==> config.mk <==
export PLATFORM = sky130hd
export DESIGN_NAME = pcs_40g_rx_am_lock_flat
export DESIGN_NICKNAME = d
export VERILOG_FILES = /design/src/rtl/pcs_pkg.sv /design/src/rtl/pcs_40g_rx_am_lock_if.sv /design/src/rtl/pcs_40g_am_match.sv /design/src/rtl/pcs_40g_rx_am_lock.sv /design/src/flat_wrapper.sv
export SDC_FILE = /design/constraint.sdc
export NUM_CORES = 1
export LEC_CHECK = 0
export ABC_CLOCK_PERIOD_IN_PS = 6200
export CAP_MARGIN = 10
export CORE_MARGIN = 2
export CORE_UTILIZATION = 45
export DETAILED_ROUTE_END_ITERATION = 8
export PLACE_DENSITY = 0.83
export SYNTH_ARGS = -nofsm -noshare
export SYNTH_HDL_FRONTEND = slang
export SYNTH_HIERARCHICAL = 1
export SYNTH_SLANG_ARGS = --single-unit
==> constraint.sdc <==
create_clock -name clk -period 6.2 [get_ports clk]
set_clock_uncertainty 0.2 [all_clocks]
set_input_delay 1.86 -clock clk [delete_from_list [all_inputs] [get_ports clk]]
set_output_delay 1.86 -clock clk [all_outputs]
set_load 0.02 [all_outputs]
==> src/rtl/pcs_pkg.sv <==
// Shared constants and types for the 40GBASE-R receive PCS.
// Holds the alignment-marker byte patterns of the four logical PCS lanes,
// the sync header codes, and the state type of the am_lock state machine.
package pcs_pkg;

   // Sync header codes of 64b/66b blocks.
   localparam logic [1:0] SYNC_HEAD_CTRL = 2'b10;
   localparam logic [1:0] SYNC_HEAD_DATA = 2'b01;

   localparam int AM_LANES = 4;

   // Marker bytes per logical lane: AM_LANE[lane][i] is Mi.
   // The concatenation is listed from lane 3 down to lane 0, and M2 down to M0.
   localparam logic [3:0][2:0][7:0] AM_LANE = {
      {8'h3D, 8'h79, 8'hA2},
      {8'h9B, 8'h65, 8'hC5},
      {8'hE6, 8'hC4, 8'hF0},
      {8'h47, 8'h76, 8'h90}
   };

   typedef enum logic [1:0] {
      FIND_1ST  = 2'd0,
      COUNT_2ND = 2'd1,
      LOCK      = 2'd2
   } am_lock_state_t;

endpackage

==> src/rtl/pcs_40g_rx_am_lock_if.sv <==
// Block stream bundle of one receive PCS lane around the AM lock stage.
//   block_lock_i        block sync lock of the lane
//   valid_i/head_i/data_i  incoming 66-bit block with valid qualifier
//   valid_o/head_o/data_o  the same block one cycle later
//   am_v_o              marks the output block that is the tracked AM
//   am_lock_o           alignment marker lock
//   lane_o              logical PCS lane carried by this physical lane
// master drives the incoming block and observes the results; slave is the
// AM lock stage itself.
interface pcs_40g_rx_am_lock_if #(
   parameter int DATA_W = 64,
   parameter int HEAD_W = 2
) ();

   logic              block_lock_i;
   logic              valid_i;
   logic [HEAD_W-1:0] head_i;
   logic [DATA_W-1:0] data_i;
   logic              valid_o;
   logic [HEAD_W-1:0] head_o;
   logic [DATA_W-1:0] data_o;
   logic              am_v_o;
   logic              am_lock_o;
   logic [1:0]        lane_o;

   modport master (
      output block_lock_i, valid_i, head_i, data_i,
      input  valid_o, head_o, data_o, am_v_o, am_lock_o, lane_o
   );

   modport slave (
      input  block_lock_i, valid_i, head_i, data_i,
      output valid_o, head_o, data_o, am_v_o, am_lock_o, lane_o
   );

endinterface

==> src/rtl/pcs_40g_am_match.sv <==
// Combinational alignment-marker detector.
// Compares one 66-bit block against the marker patterns of all four logical
// lanes. A block is a marker when it carries a control header, bytes 0..2
// equal M0..M2 and bytes 4..6 equal their bitwise complement. The BIP bytes
// 3 and 7 are not examined.
//   head        sync header of the block
//   data        block payload, byte 0 in data[7:0]
//   match       block is a marker of some lane
//   match_lane  the lane whose marker was recognised (0 when no match)
module pcs_40g_am_match
   import pcs_pkg::*;
#(
   parameter int DATA_W = 64,
   parameter int HEAD_W = 2
) (
   input  logic [HEAD_W-1:0] head,
   input  logic [DATA_W-1:0] data,
   output logic              match,
   output logic [1:0]        match_lane
);

   logic unused_bip;
   assign unused_bip = ^{data[31:24], data[63:56]};

   // The four marker patterns are mutually distinct, so at most one lane can
   // hit; the loop simply reports whichever one does.
   always_comb begin
      match      = 1'b0;
      match_lane = 2'd0;
      for (int k = 0; k < AM_LANES; k++) begin
         if (head == SYNC_HEAD_CTRL &&
             data[7:0]   ==  AM_LANE[k][0] &&
             data[15:8]  ==  AM_LANE[k][1] &&
             data[23:16] ==  AM_LANE[k][2] &&
             data[39:32] == ~AM_LANE[k][0] &&
             data[47:40] == ~AM_LANE[k][1] &&
             data[55:48] == ~AM_LANE[k][2]) begin
            match      = 1'b1;
            match_lane = 2'(k);
         end
      end
   end

endmodule

==> src/rtl/pcs_40g_rx_am_lock.sv <==
// Per-lane alignment-marker lock for the 40GBASE-R receive PCS.
// Finds the periodic AM on one physical lane, confirms it with a second AM
// one period later, then keeps checking it every period. While locked it
// reports which logical lane the physical lane carries and flags each AM
// block on the output so deskew can align lanes and strip markers.
//   clk, nreset   clock and asynchronous active-low reset
//   am_bus        slave side of the lane block stream (see the interface)
// The block stream is delayed by one register stage; am_v_o, am_lock_o and
// lane_o are aligned to that delayed block.
module pcs_40g_rx_am_lock
   import pcs_pkg::*;
#(
   parameter int DATA_W       = 64,
   parameter int HEAD_W       = 2,
   parameter int AM_PERIOD    = 16384,
   parameter int AM_INVLD_MAX = 4,
   parameter int CNT_W        = $clog2(AM_PERIOD)
) (
   input logic                 clk,
   input logic                 nreset,
   pcs_40g_rx_am_lock_if.slave am_bus
);

   localparam int INV_W = $clog2(AM_INVLD_MAX + 1);

   am_lock_state_t    state, state_n;
   logic [CNT_W-1:0]  cnt, cnt_n;
   logic [INV_W-1:0]  invld_cnt, invld_cnt_n;
   logic [1:0]        lane, lane_n;
   logic              am_v_n;

   logic              raw_match, match, check_pt, same_lane;
   logic [1:0]        match_lane;

   logic              valid_q, am_v_q, am_lock_q;
   logic [HEAD_W-1:0] head_q;
   logic [DATA_W-1:0] data_q;
   logic [1:0]        lane_q;

   pcs_40g_am_match #(
      .DATA_W (DATA_W),
      .HEAD_W (HEAD_W)
   ) u_match (
      .head       (am_bus.head_i),
      .data       (am_bus.data_i),
      .match      (raw_match),
      .match_lane (match_lane)
   );

   // A marker only counts on a valid block. cnt holds the number of valid
   // blocks seen since the last accepted AM, minus one, so the block that
   // arrives while cnt sits at AM_PERIOD-1 is exactly one period after it.
   assign match     = am_bus.valid_i & raw_match;
   assign check_pt  = (cnt == CNT_W'(AM_PERIOD - 1));
   assign same_lane = match && (match_lane == lane);

   // State, counters and stored lane.
   always_ff @(posedge clk or negedge nreset) begin
      if (!nreset) begin
         state     <= FIND_1ST;
         cnt       <= '0;
         invld_cnt <= '0;
         lane      <= 2'd0;
      end else begin
         state     <= state_n;
         cnt       <= cnt_n;
         invld_cnt <= invld_cnt_n;
         lane      <= lane_n;
      end
   end

   // Next-state logic. Loss of block lock overrides everything; otherwise
   // only valid blocks move the machine. The position counter wraps at every
   // check point whether or not the marker there was good, which keeps the
   // check phase fixed while a few markers are corrupted.
   always_comb begin
      state_n     = state;
      cnt_n       = cnt;
      invld_cnt_n = invld_cnt;
      lane_n      = lane;
      am_v_n      = 1'b0;

      if (!am_bus.block_lock_i) begin
         state_n     = FIND_1ST;
         cnt_n       = '0;
         invld_cnt_n = '0;
      end else if (am_bus.valid_i) begin
         cnt_n = check_pt ? '0 : cnt + CNT_W'(1);
         case (state)
            FIND_1ST: begin
               if (match) begin
                  lane_n  = match_lane;
                  cnt_n   = '0;
                  state_n = COUNT_2ND;
               end
            end
            COUNT_2ND: begin
               if (check_pt) begin
                  if (same_lane) begin
                     state_n     = LOCK;
                     invld_cnt_n = '0;
                     am_v_n      = 1'b1;
                  end else begin
                     state_n = FIND_1ST;
                  end
               end
            end
            LOCK: begin
               if (check_pt) begin
                  if (same_lane) begin
                     am_v_n      = 1'b1;
                     invld_cnt_n = '0;
                  end else if (invld_cnt == INV_W'(AM_INVLD_MAX - 1)) begin
                     state_n     = FIND_1ST;
                     invld_cnt_n = '0;
                     cnt_n       = '0;
                  end else begin
                     invld_cnt_n = invld_cnt + INV_W'(1);
                  end
               end
            end
            default: begin
               state_n = FIND_1ST;
            end
         endcase
      end
   end

   // Output stage: one-cycle copy of the block plus status derived from the
   // state the block leads into, so lock rises on the confirming AM and falls
   // on the block that loses it.
   always_ff @(posedge clk or negedge nreset) begin
      if (!nreset) begin
         valid_q   <= 1'b0;
         head_q    <= '0;
         data_q    <= '0;
         am_v_q    <= 1'b0;
         am_lock_q <= 1'b0;
         lane_q    <= 2'd0;
      end else begin
         valid_q   <= am_bus.valid_i;
         head_q    <= am_bus.head_i;
         data_q    <= am_bus.data_i;
         am_v_q    <= am_v_n;
         am_lock_q <= (state_n == LOCK);
         lane_q    <= (state_n == LOCK) ? lane_n : 2'd0;
      end
   end

   assign am_bus.valid_o   = valid_q;
   assign am_bus.head_o    = head_q;
   assign am_bus.data_o    = data_q;
   assign am_bus.am_v_o    = am_v_q;
   assign am_bus.am_lock_o = am_lock_q;
   assign am_bus.lane_o    = lane_q;

endmodule

==> src/flat_wrapper.sv <==
// flat-port wrapper written by rule: the top's interface ports become plain ports
module pcs_40g_rx_am_lock_flat import pcs_pkg::*;
#(
   parameter int DATA_W       = 64,
   parameter int HEAD_W       = 2,
   parameter int AM_PERIOD    = 16384,
   parameter int AM_INVLD_MAX = 4,
   parameter int CNT_W        = $clog2(AM_PERIOD)
)
  (clk, nreset, am_bus_block_lock_i, am_bus_valid_i, am_bus_head_i, am_bus_data_i, am_bus_valid_o, am_bus_head_o, am_bus_data_o, am_bus_am_v_o, am_bus_am_lock_o, am_bus_lane_o);
  pcs_40g_rx_am_lock_if #(.DATA_W(DATA_W), .HEAD_W(HEAD_W)) am_bus_i ();
  input logic clk;
  input logic nreset;
  input wire logic [$bits(am_bus_i.block_lock_i)-1:0] am_bus_block_lock_i;
  input wire logic [$bits(am_bus_i.valid_i)-1:0] am_bus_valid_i;
  input wire logic [$bits(am_bus_i.head_i)-1:0] am_bus_head_i;
  input wire logic [$bits(am_bus_i.data_i)-1:0] am_bus_data_i;
  output wire logic [$bits(am_bus_i.valid_o)-1:0] am_bus_valid_o;
  output wire logic [$bits(am_bus_i.head_o)-1:0] am_bus_head_o;
  output wire logic [$bits(am_bus_i.data_o)-1:0] am_bus_data_o;
  output wire logic [$bits(am_bus_i.am_v_o)-1:0] am_bus_am_v_o;
  output wire logic [$bits(am_bus_i.am_lock_o)-1:0] am_bus_am_lock_o;
  output wire logic [$bits(am_bus_i.lane_o)-1:0] am_bus_lane_o;
  assign am_bus_i.block_lock_i = am_bus_block_lock_i;
  assign am_bus_i.valid_i = am_bus_valid_i;
  assign am_bus_i.head_i = am_bus_head_i;
  assign am_bus_i.data_i = am_bus_data_i;
  assign am_bus_valid_o = am_bus_i.valid_o;
  assign am_bus_head_o = am_bus_i.head_o;
  assign am_bus_data_o = am_bus_i.data_o;
  assign am_bus_am_v_o = am_bus_i.am_v_o;
  assign am_bus_am_lock_o = am_bus_i.am_lock_o;
  assign am_bus_lane_o = am_bus_i.lane_o;
  pcs_40g_rx_am_lock #(.DATA_W(DATA_W), .HEAD_W(HEAD_W), .AM_PERIOD(AM_PERIOD), .AM_INVLD_MAX(AM_INVLD_MAX), .CNT_W(CNT_W)) u_core (.clk(clk), .nreset(nreset), .am_bus(am_bus_i));
endmodule
== After elaboration in Yosys (flattened, before gate mapping) ==
Cells that the tools add are included.

* $add $sub $neg: 2
* Multiply operators: 0
* Divide/modulo/power cells: 0
* $lt $le $gt $ge: 0
* Equal/unequal tests: 36
* Shift operators: 0
* Multiplexer cells: 42
* Bitwise logic cells: 1
* Reductions and logical operators: 28

{| class="wikitable"
|+ Operators with widths
! operator !! number
|-
| 14-bit 2-to-1 mux || 7
|-
| 8-bit equality test, second input constant || 12
|-
| 8-bit by 7-bit equality test with 1-bit output, second input constant || 7
|-
| 2-bit 2-to-1 mux || 15
|-
| 14-bit one-hot mux with 2 select lines || 1
|-
| 1-bit logical AND || 25
|-
| 8-bit by 6-bit equality test with 1-bit output, second input constant || 3
|-
| 3-bit 2-to-1 mux || 7
|-
| 14-bit by 1-bit adder with 14-bit output, second input constant || 1
|-
| 14-bit equality test, second input constant || 1
|-
| 1-bit 2-to-1 mux || 10
|-
| 3-bit by 2-bit inequality test with 1-bit output, second input constant || 3
|-
| 8-bit by 4-bit equality test with 1-bit output, second input constant || 1
|-
| 8-bit by 5-bit equality test with 1-bit output, second input constant || 1
|-
| 2-bit equality test, second input constant || 3
|-
| 2-bit one-hot mux with 3 select lines || 1
|-
| 3-bit one-hot mux with 2 select lines || 1
|-
| 5-bit AND reduction || 1
|-
| 3-bit by 1-bit adder with 3-bit output, second input constant || 1
|-
| 3-bit by 2-bit equality test with 1-bit output, second input constant || 1
|-
| 3-bit by 1-bit inequality test with 1-bit output, second input constant || 1
|-
| 2-bit by 1-bit equality test with 1-bit output, second input constant || 1
|-
| 2-bit equality test || 1
|-
| 2-bit zero test || 1
|-
| other kinds (3) || 3
|}

* Register bits: 92
* Latch bits: 0
* RAM bits: 0
* ROM bits: 0
* Output and inout port bits: 71
* Logic and storage cells: 119
* Memories: 0

== Depth between registers and ports, before layout ==
Gate-level depths: netlist of the first run.

* Word-level depth: 20
* Mapped depth: 10
* Mapped depth without buffers: 10

== Hierarchy ==
The synthesis of the first run kept the hierarchy.

{| class="wikitable"
|+ By module, submodules not included
! module !! instances !! cells each !! area each (sq um)
|-
| pcs_40g_rx_am_lock || 1 || 223 || 3,148.0
|-
| pcs_40g_am_match || 1 || 46 || 381.6
|}

== Worst setup path before layout of the first run ==
Ideal clock, no wire load.

* Path kind: input to register
* From: input am_bus_data_i[0]
* To: register u_core.invld_cnt[2]
* Library setup time: 120 ps
* Data arrival time: 4,084 ps
* Required time: 5,880 ps
* Setup slack: 1,795 ps
* Cell stages on the path: 10
* Buffers on the path: 0
* Cell sequence: nand4b_1 or3_1 or4_4 nor4_2 o21bai_1 xnor2_1 nand4_1 mux2i_1 nand3_1 o211a_1

* Elaborated cells on any way between the ends: 45
* Classes of those cells: 6 x eq/ne; 12 x mux; 1 x bitwise; 26 x reduce/logical

{| class="wikitable"
|+ RTL lines
! what !! RTL line !! text
|-
| from (decl) || flat_wrapper.sv:17 || <nowiki>input wire logic [$bits(am_bus_i.data_i)-1:0] am_bus_data_i;</nowiki>
|-
| 8-bit equality test || pcs_40g_am_match.sv:32 || <nowiki>data[7:0] == AM_LANE[k][0] &&</nowiki>
|-
| 1-bit logical AND || pcs_40g_am_match.sv:31 || <nowiki>if (head == SYNC_HEAD_CTRL &&</nowiki>
|-
| 1-bit logical AND || pcs_40g_am_match.sv:32 ||
|-
| 1-bit logical AND || pcs_40g_am_match.sv:33 || <nowiki>data[15:8] == AM_LANE[k][1] &&</nowiki>
|-
| 1-bit logical AND || pcs_40g_am_match.sv:34 || <nowiki>data[23:16] == AM_LANE[k][2] &&</nowiki>
|-
| 1-bit logical AND || pcs_40g_am_match.sv:35 || <nowiki>data[39:32] == ~AM_LANE[k][0] &&</nowiki>
|-
| 1-bit logical AND || pcs_40g_am_match.sv:36 || <nowiki>data[47:40] == ~AM_LANE[k][1] &&</nowiki>
|-
| 1-bit 2-to-1 mux || pcs_40g_am_match.sv:31 ||
|-
| [... 2 more ...] || -- ||
|-
| net u_core.match_lane[0] || pcs_40g_rx_am_lock.sv:33 || <nowiki>logic [1:0] match_lane;</nowiki>
|-
| 2-bit equality test * || pcs_40g_rx_am_lock.sv:55 || <nowiki>assign same_lane = match && (match_lane == lane);</nowiki>
|-
| 1-bit logical AND * || pcs_40g_rx_am_lock.sv:55 ||
|-
| 3-bit 2-to-1 mux || pcs_40g_rx_am_lock.sv:110 || <nowiki>if (same_lane) begin</nowiki>
|-
| 3-bit 2-to-1 mux || pcs_40g_rx_am_lock.sv:109 || <nowiki>if (check_pt) begin</nowiki>
|-
| 3-bit one-hot mux with 2 select lines || pcs_40g_rx_am_lock.sv:89 || <nowiki>case (state)</nowiki>
|-
| 3-bit 2-to-1 mux || pcs_40g_rx_am_lock.sv:87 || <nowiki>end else if (am_bus.valid_i) begin</nowiki>
|-
| 3-bit 2-to-1 mux || pcs_40g_rx_am_lock.sv:83 || <nowiki>if (!am_bus.block_lock_i) begin</nowiki>
|-
| to (signal assigned) || pcs_40g_rx_am_lock.sv:67 || <nowiki>invld_cnt <= invld_cnt_n;</nowiki>
|-
| to (decl) || pcs_40g_rx_am_lock.sv:28 || <nowiki>logic [INV_W-1:0] invld_cnt, invld_cnt_n;</nowiki>
|}

The timed path passes the listed nets; every way through them passes the cells marked *. The select of a mux whose other input is x is not followed.
A chain may end at the register's enable or synchronous reset.

== Final worst setup path of the first run ==
* From: input am_bus_data_i[47]
* To: register u_core.lane_q[1], in the netlist u_core/am_bus.lane_o[1]

* Elaborated cells on any way between the ends: 36
* Classes of those cells: 6 x eq/ne; 20 x mux; 1 x bitwise; 9 x reduce/logical

{| class="wikitable"
|+ RTL lines
! what !! RTL line !! text
|-
| 8-bit equality test || pcs_40g_am_match.sv:36 ||
|-
| 1-bit logical AND || pcs_40g_am_match.sv:35 ||
|-
| 1-bit logical AND || pcs_40g_am_match.sv:36 ||
|-
| 2-bit 2-to-1 mux || pcs_40g_am_match.sv:31 ||
|-
| 2-bit 2-to-1 mux * || pcs_40g_am_match.sv:31 ||
|-
| net u_core.match_lane[1] || pcs_40g_rx_am_lock.sv:33 ||
|-
| 2-bit equality test || pcs_40g_rx_am_lock.sv:55 ||
|-
| 1-bit logical AND || pcs_40g_rx_am_lock.sv:55 ||
|-
| 2-bit 2-to-1 mux (on tied branches) || pcs_40g_rx_am_lock.sv:110, pcs_40g_rx_am_lock.sv:99 ||
|-
| 2-bit 2-to-1 mux (on tied branches) || pcs_40g_rx_am_lock.sv:109, pcs_40g_rx_am_lock.sv:98 ||
|-
| 2-bit one-hot mux with 3 select lines || pcs_40g_rx_am_lock.sv:89 ||
|-
| 2-bit 2-to-1 mux || pcs_40g_rx_am_lock.sv:87 ||
|-
| 2-bit 2-to-1 mux || pcs_40g_rx_am_lock.sv:83 ||
|-
| 2-bit equality test || pcs_40g_rx_am_lock.sv:146 || <nowiki>lane_q <= (state_n == LOCK) ? lane_n : 2'd0;</nowiki>
|-
| 2-bit 2-to-1 mux * || pcs_40g_rx_am_lock.sv:146 ||
|-
| to (signal assigned) || pcs_40g_rx_am_lock.sv:146 ||
|-
| to (decl) || pcs_40g_rx_am_lock.sv:38 || <nowiki>logic [1:0] lane_q;</nowiki>
|}

The timed path passes the listed nets; every way through them passes the cells marked *.

==> flow_metrics.env, run 1 <==
export IMPL_post_cts_buffers=0
export IMPL_clkLatencyLatePin_ns=0.35
export IMPL_r2r_cells=6
export IMPL_finalSetupTns_ns=0
export IMPL_overflow=0
export IMPL_synthTopCellsByArea="dfrtp_1 65%, nor4bb_1 2.3%, ha_1 2.1%"
export IMPL_fillers=537
export IMPL_hold_buffers=0
export IMPL_drt_initial_drc_count=107
export IMPL_path_max_fanout=8
export IMPL_hold_ws_ns=0.333
export IMPL_dpl_hpwl_microns=6770
export IMPL_grt_pass1_vias=2947
export IMPL_whs_path_depth=1
export IMPL_power_per_cell_area_mw_per_mm2=223
export IMPL_diodes=0
export IMPL_syn_inst=269
export IMPL_power_leakage_nw=2.21
export IMPL_yosys_register_bits=92
export IMPL_grt_use_total_pct=21.9
export IMPL_cts_resized=0
export IMPL_portBuffers=140
export IMPL_maxCapViolations=0
export IMPL_relSlewSlack_pct=55.3
export IMPL_peakVddDrop_mv=0.118
export IMPL_first_pass_iters=5
export IMPL_synth_top_cell_area_share_pct=65.2
export IMPL_worstHoldPathType="flop to flop"
export IMPL_die_w_microns=92.6
export IMPL_r2r_start="u_core/cnt[0]$_DFFE_PN0P_"
export IMPL_gp_congestion=0.821
export IMPL_startpoint_type="input port"
export IMPL_cp_startpoint="am_bus_data_i[47]"
export IMPL_r2r_end="u_core/am_bus.lane_o[1]$_DFF_PN0_"
export IMPL_clk_pin_slew_worst_paths_ns=0.08
export IMPL_yosys_warnings=6
export IMPL_rsz0062_at_grt="no"
export IMPL_area_delta_synth_final_pct=48.0
export IMPL_ant_nets=0
export IMPL_worstPathArrival_ns=5.17
export IMPL_synthArstFlopShare_pct=100
export IMPL_synth_edf_count=0
export IMPL_vias=2737
export IMPL_critPathRequiredTime_ns=6.22
export IMPL_clock_root_buffer="clkbuf_8"
export IMPL_avgSynthCellArea_sq_um=13.1
export IMPL_status="finished clean"
export IMPL_final_nets=493
export IMPL_core_area_sq_mm=0.00765
export IMPL_final_common_cell="clkdlybuf4s50_1"
export IMPL_cts_buffers=9
export IMPL_hold_viol=0
export IMPL_clkSinkCount=92
export IMPL_layout_common_cells="139 x clkdlybuf4s50_1, 92 x dfrtp_1, 17 x nand2_1"
export IMPL_dp_slack_ns=0.746
export IMPL_pin_count=141
export IMPL_finalCriticalPeriod_ns=5.14
export IMPL_cts_tree="done"
export IMPL_std_cell_rows=32
export IMPL_syn_num_nets=345
export IMPL_grt_pass1_wl_microns=14400
export IMPL_antenna_found_initial=0
export IMPL_total_power_mw=1.16
export IMPL_synth_area_leader_cell="dfrtp_1"
export IMPL_utilization_pct=68.3
export IMPL_min_period_over_period_pct=83.0
export IMPL_wl_per_cell_microns=16.8
export IMPL_layout_drive_gt1_share_pct=8.31
export IMPL_finalSetupViolations=0
export IMPL_syn_area_sq_mm=0.00353
export IMPL_fp_dieH_microns=92.6
export IMPL_drv_slew=0
export IMPL_wl_microns=8800
export IMPL_layout_setup_ws_ns=1.06
export IMPL_grt_max_degree=55
export IMPL_worstSetupEndpointType="flop"
export IMPL_avgViaCountPerCell=5.23
export IMPL_start_util_pct=46.2
export IMPL_synth_flop_cell="dfrtp_1"
export IMPL_ys_types=56
export IMPL_htreeDepth=3
export IMPL_worst_pin_slew_ns=0.671
export IMPL_ys_seq_area_share_pct=65.2
export IMPL_worstSetupPathType="input port to flop"
export IMPL_dieArea_sq_mm=0.00857
export IMPL_drc=0
export IMPL_clockBufferDepth=2
export IMPL_fmax_mhz=194
export IMPL_hold_start="u_core/cnt[6]$_DFFE_PN0P_"
export IMPL_whs_endpoint="u_core/cnt[6]$_DFFE_PN0P_"
export IMPL_r2r_slack_ns=3.90
## layout make-up
class / count / area [sq um] / share of cell area (%)
Sequential cell: 92 / 2300 / 44.1
Multi-Input combinational cell: 164 / 1170 / 22.3
Inverter: 8 / 30.0 / 0.575
Tap cell: 102 / 128 / 2.44
Clock inverter: 3 / 18.8 / 0.359
Timing Repair Buffer: 142 / 1410 / 27.1
Clock buffer: 12 / 165 / 3.16
## Yosys cell counts, types with 5 or more instances
cell / number
dfrtp_1: 92
nand2_1: 17
nand3_1: 13
nor2_1: 12
nor4bb_1: 8
inv_1: 7
mux2i_1: 7
nand4_1: 7
ha_1: 6
o21ai_1: 6
a21oi_1: 5
and4bb_2: 5
nand4b_1: 5
nor2b_1: 5
nor3_1: 5
## metrics by stage
| stage | cells | instance area [sq um] |
|---|---|---|
| floorplan | 269 | 3530 |
| global placement | 508 | 5040 |
| detailed placement | 508 | 5040 |
| CTS | 523 | 5220 |
| global route | 523 | 5220 |
| finish | 523 | 5220 |
## report_power, final
part / internal, mW / switching [mW] / leakage (nW)
clock network: 0.177 / 0.196 / 0.0986
registers: 0.623 / 0.00741 / 1.13
logic: 0.0855 / 0.0760 / 0.980
## critical path, cell delays in order
cell	delay (ns)
clkdlybuf4s50_1	0.49
nor4bb_1	0.54
nand4_1	0.21
or4_1	0.56
a21oi_1	0.26
or3_1	0.29
a21boi_0	0.14
o311ai_0	0.34
a31oi_1	0.09
a221oi_2	0.29
nor3b_1	0.09
## how the worst max path moves through the flow
stage / depth (start not counted) / endpoint / slack (ns)
after global placement: 11 / u_core/am_bus.lane_o[1]$_DFF_PN0_ / 0.95
after detailed placement: 11 / u_core/am_bus.lane_o[1]$_DFF_PN0_ / 0.75
after floorplan: 10 / u_core/invld_cnt[2]$_DFFE_PN0P_ / 1.80
after CTS: 11 / u_core/am_bus.lane_o[1]$_DFF_PN0_ / 1.12
final: 11 / u_core/am_bus.lane_o[1]$_DFF_PN0_ / 1.06
after global routing: 11 / u_core/am_bus.lane_o[0]$_DFF_PN0_ / 0.83
## logic make-up (layout without fill, tap and decap cells)
kind of cell	after synthesis	in the layout	share of synthesized area, %
compound gates	31	31	5.99
xor+xnor	5	5	1.24
fa+ha+maj	6	6	2.13
buf+inv	13	165	1.74
flops	92	92	65.2
mux	8	8	2.30
simple gates	114	114	21.4
## layer usage
layer	up-vias	track usage, %	wire [microns]
met2	118	38.0	4550
met4	0	9.58	245
met5	-	0	0
li1	1275	-	-
met3	20	5.37	524
met1	1324	25.7	3470
## sequential cells by signal (all words and copies together), names as in the netlist
signal and count:
u_core/am_bus.am_lock_o 1, u_core/cnt 14, u_core/am_bus.lane_o 2, u_core/am_bus.data_o 64, u_core/am_bus.am_v_o 1, u_core/state 2
u_core/invld_cnt 3, u_core/am_bus.valid_o 1, u_core/lane 2, u_core/am_bus.head_o 2
(Power assumes the default switching activity.)
==> run 2: changes to the inputs <==
- ABC_CLOCK_PERIOD_IN_PS: 6200 -> 5400
- CORE_UTILIZATION: 45 -> 43
- PLACE_DENSITY: 0.83 -> 0.8
- clock period: 6.2 -> 5.4 ns (I/O delays scaled with it)
==> run 2 against run 1 <==
Utilization decreased by 3.5 points. Largest cell class unchanged. Largest power group unchanged. Critical path type unchanged. Critical path depth unchanged. Clock power is 23% higher. Sequential power up 15%. First-iteration DRC count fell by 9.3%.
==> flow_metrics.env, run 2 (same netlist as run 1, synthesis figures left out) <==
export IMPL_status="finished clean"
export IMPL_htreeDepth=3
export IMPL_rsz0062_at_grt="no"
export IMPL_area_delta_synth_final_pct=48.5
export IMPL_fillers=629
export IMPL_cts_buffers=9
export IMPL_critPathRequiredTime_ns=5.42
export IMPL_wl_microns=8710
export IMPL_fp_dieH_microns=94.6
export IMPL_die_w_microns=94.6
export IMPL_ant_nets=0
export IMPL_startpoint_type="input port"
export IMPL_relSlewSlack_pct=48.2
export IMPL_final_common_cell="clkdlybuf4s50_1"
export IMPL_grt_pass1_wl_microns=14400
export IMPL_power_leakage_nw=2.21
export IMPL_pin_count=141
export IMPL_core_area_sq_mm=0.00809
export IMPL_std_cell_rows=33
export IMPL_routed_top_layer="met4"
export IMPL_maxCapViolations=0
export IMPL_finalCriticalPeriod_ns=4.85
export IMPL_grt_max_degree=64
export IMPL_finalSetupViolations=0
export IMPL_grt_use_total_pct=21.2
export IMPL_clk_pin_slew_worst_paths_ns=0.08
export IMPL_layout_drive_gt1_share_pct=8.29
export IMPL_worstSetupEndpointType="flop"
export IMPL_peakVddDrop_mv=0.166
export IMPL_post_cts_buffers=0
export IMPL_register_area_sq_mm=0.00230
export IMPL_path_max_fanout=8
export IMPL_clkLatencyLatePin_ns=0.36
export IMPL_start_util_pct=43.6
export IMPL_diodes=0
export IMPL_antenna_found_initial=0
export IMPL_hold_buffers=0
export IMPL_cts_tree="done"
export IMPL_worstSetupPathType="input port to flop"
export IMPL_wl_per_cell_microns=16.5
export IMPL_clockBufferDepth=2
export IMPL_drc=0
export IMPL_fmax_mhz=206
export IMPL_portBuffers=140
export IMPL_finalSetupTns_ns=0
export IMPL_power_per_cell_area_mw_per_mm2=261
export IMPL_dieArea_sq_mm=0.00895
export IMPL_drt_initial_drc_count=97
export IMPL_worstHoldPathType="flop to flop"
export IMPL_worst_pin_slew_ns=0.777
export IMPL_min_period_over_period_pct=89.8
export IMPL_total_power_mw=1.37
export IMPL_wl_met2_microns=4540
export IMPL_layout_common_cells="139 x clkdlybuf4s50_1, 92 x dfrtp_1, 17 x nand2_1"
export IMPL_first_pass_iters=4
export IMPL_wl_met3_microns=501
export IMPL_dpl_hpwl_microns=6730
export IMPL_gp_congestion=0.792
export IMPL_avgViaCountPerCell=5.14
export IMPL_hold_viol=0
export IMPL_met1_length_microns=3430
export IMPL_final_nets=493
export IMPL_largest_reg_flops=64
export IMPL_worstPathCellList="clkdlybuf4s50_1, nor4bb_1, nand4_1, or4_1, a21oi_1, or3_1, a21boi_0, o311ai_0, a31oi_1, a221oi_2, nor3b_1"
export IMPL_vias=2709
export IMPL_grt_pass1_vias=2887
export IMPL_clock_root_buffer="clkbuf_8"
export IMPL_multi_input_area_sq_mm=0.00117
export IMPL_cts_resized=0
export IMPL_clkSinkCount=92
export IMPL_overflow=0
export IMPL_worstPathArrival_ns=4.87
export IMPL_max_stage_delay_ns=0.56
export IMPL_cp_slowest_cell="or4_1"
export IMPL_drv_slew=0
==> run 2: worst paths after layout <==
check,start,endpoint,slack [ns],cells past startpoint
hold reg to reg,u_core/invld_cnt[2]$_DFFE_PN0P_,u_core/invld_cnt[2]$_DFFE_PN0P_,0.31,1
setup / recovery,am_bus_data_i[47],u_core/am_bus.lane_o[1]$_DFF_PN0_,0.55,11
max in group asynchronous,nreset,u_core/am_bus.data_o[30]$_DFF_PN0_,3.00,2
setup reg to reg,u_core/cnt[0]$_DFFE_PN0P_,u_core/am_bus.lane_o[1]$_DFF_PN0_,3.03,6
min in group asynchronous,nreset,u_core/am_bus.data_o[50]$_DFF_PN0_,1.15,1
hold / removal,u_core/invld_cnt[2]$_DFFE_PN0P_,u_core/invld_cnt[2]$_DFFE_PN0P_,0.31,1
==> run 2: per-stage QoR <==
stage	setup slack (ns)	instance area, sq um	hold WS (ns)	util, %	std cells
finish	0.553	5240	0.311	64.8	527
global route	0.303	5240	0.339	64.8	527
global placement	0.418	5040	0.283	62.3	511
floorplan	1.24	3530	0.269	-	269
CTS	0.594	5240	0.313	64.8	527
detailed placement	0.233	5040	0.291	62.3	511
==> run 2: cell type report <==
cell class	count	area share [%]
clock buffers	10	2.43
flip-flops and latches	92	43.9
clock inverters	6	1.36
inverters	8	0.573
well taps	105	2.51
multi-input cells	164	22.2
repair buffers	142	27.0
==> run 2: metal layers <==
metal  GRT usage (%)  vias to the layer above
li1                -                     1274
met1            25.0                     1315
met2            36.6                      101
met3            5.43                       19
met4            9.06                        0
met5               0                        -
==> run 2: power by group <==
group,switching [mW],internal (mW),leakage [nW]
clock,0.241,0.219,0.0988
combinational,0.0865,0.0980,0.980
sequential,0.00860,0.715,1.13
total,0.336,1.03,2.21
==> run 2: critical path, delay by kind of cell <==
kind	cells	cell delay [ns]
AND/OR/NAND/NOR	5	1.64
AO/OA/AOI/OAI	5	1.08
buffers and inverters	1	0.51
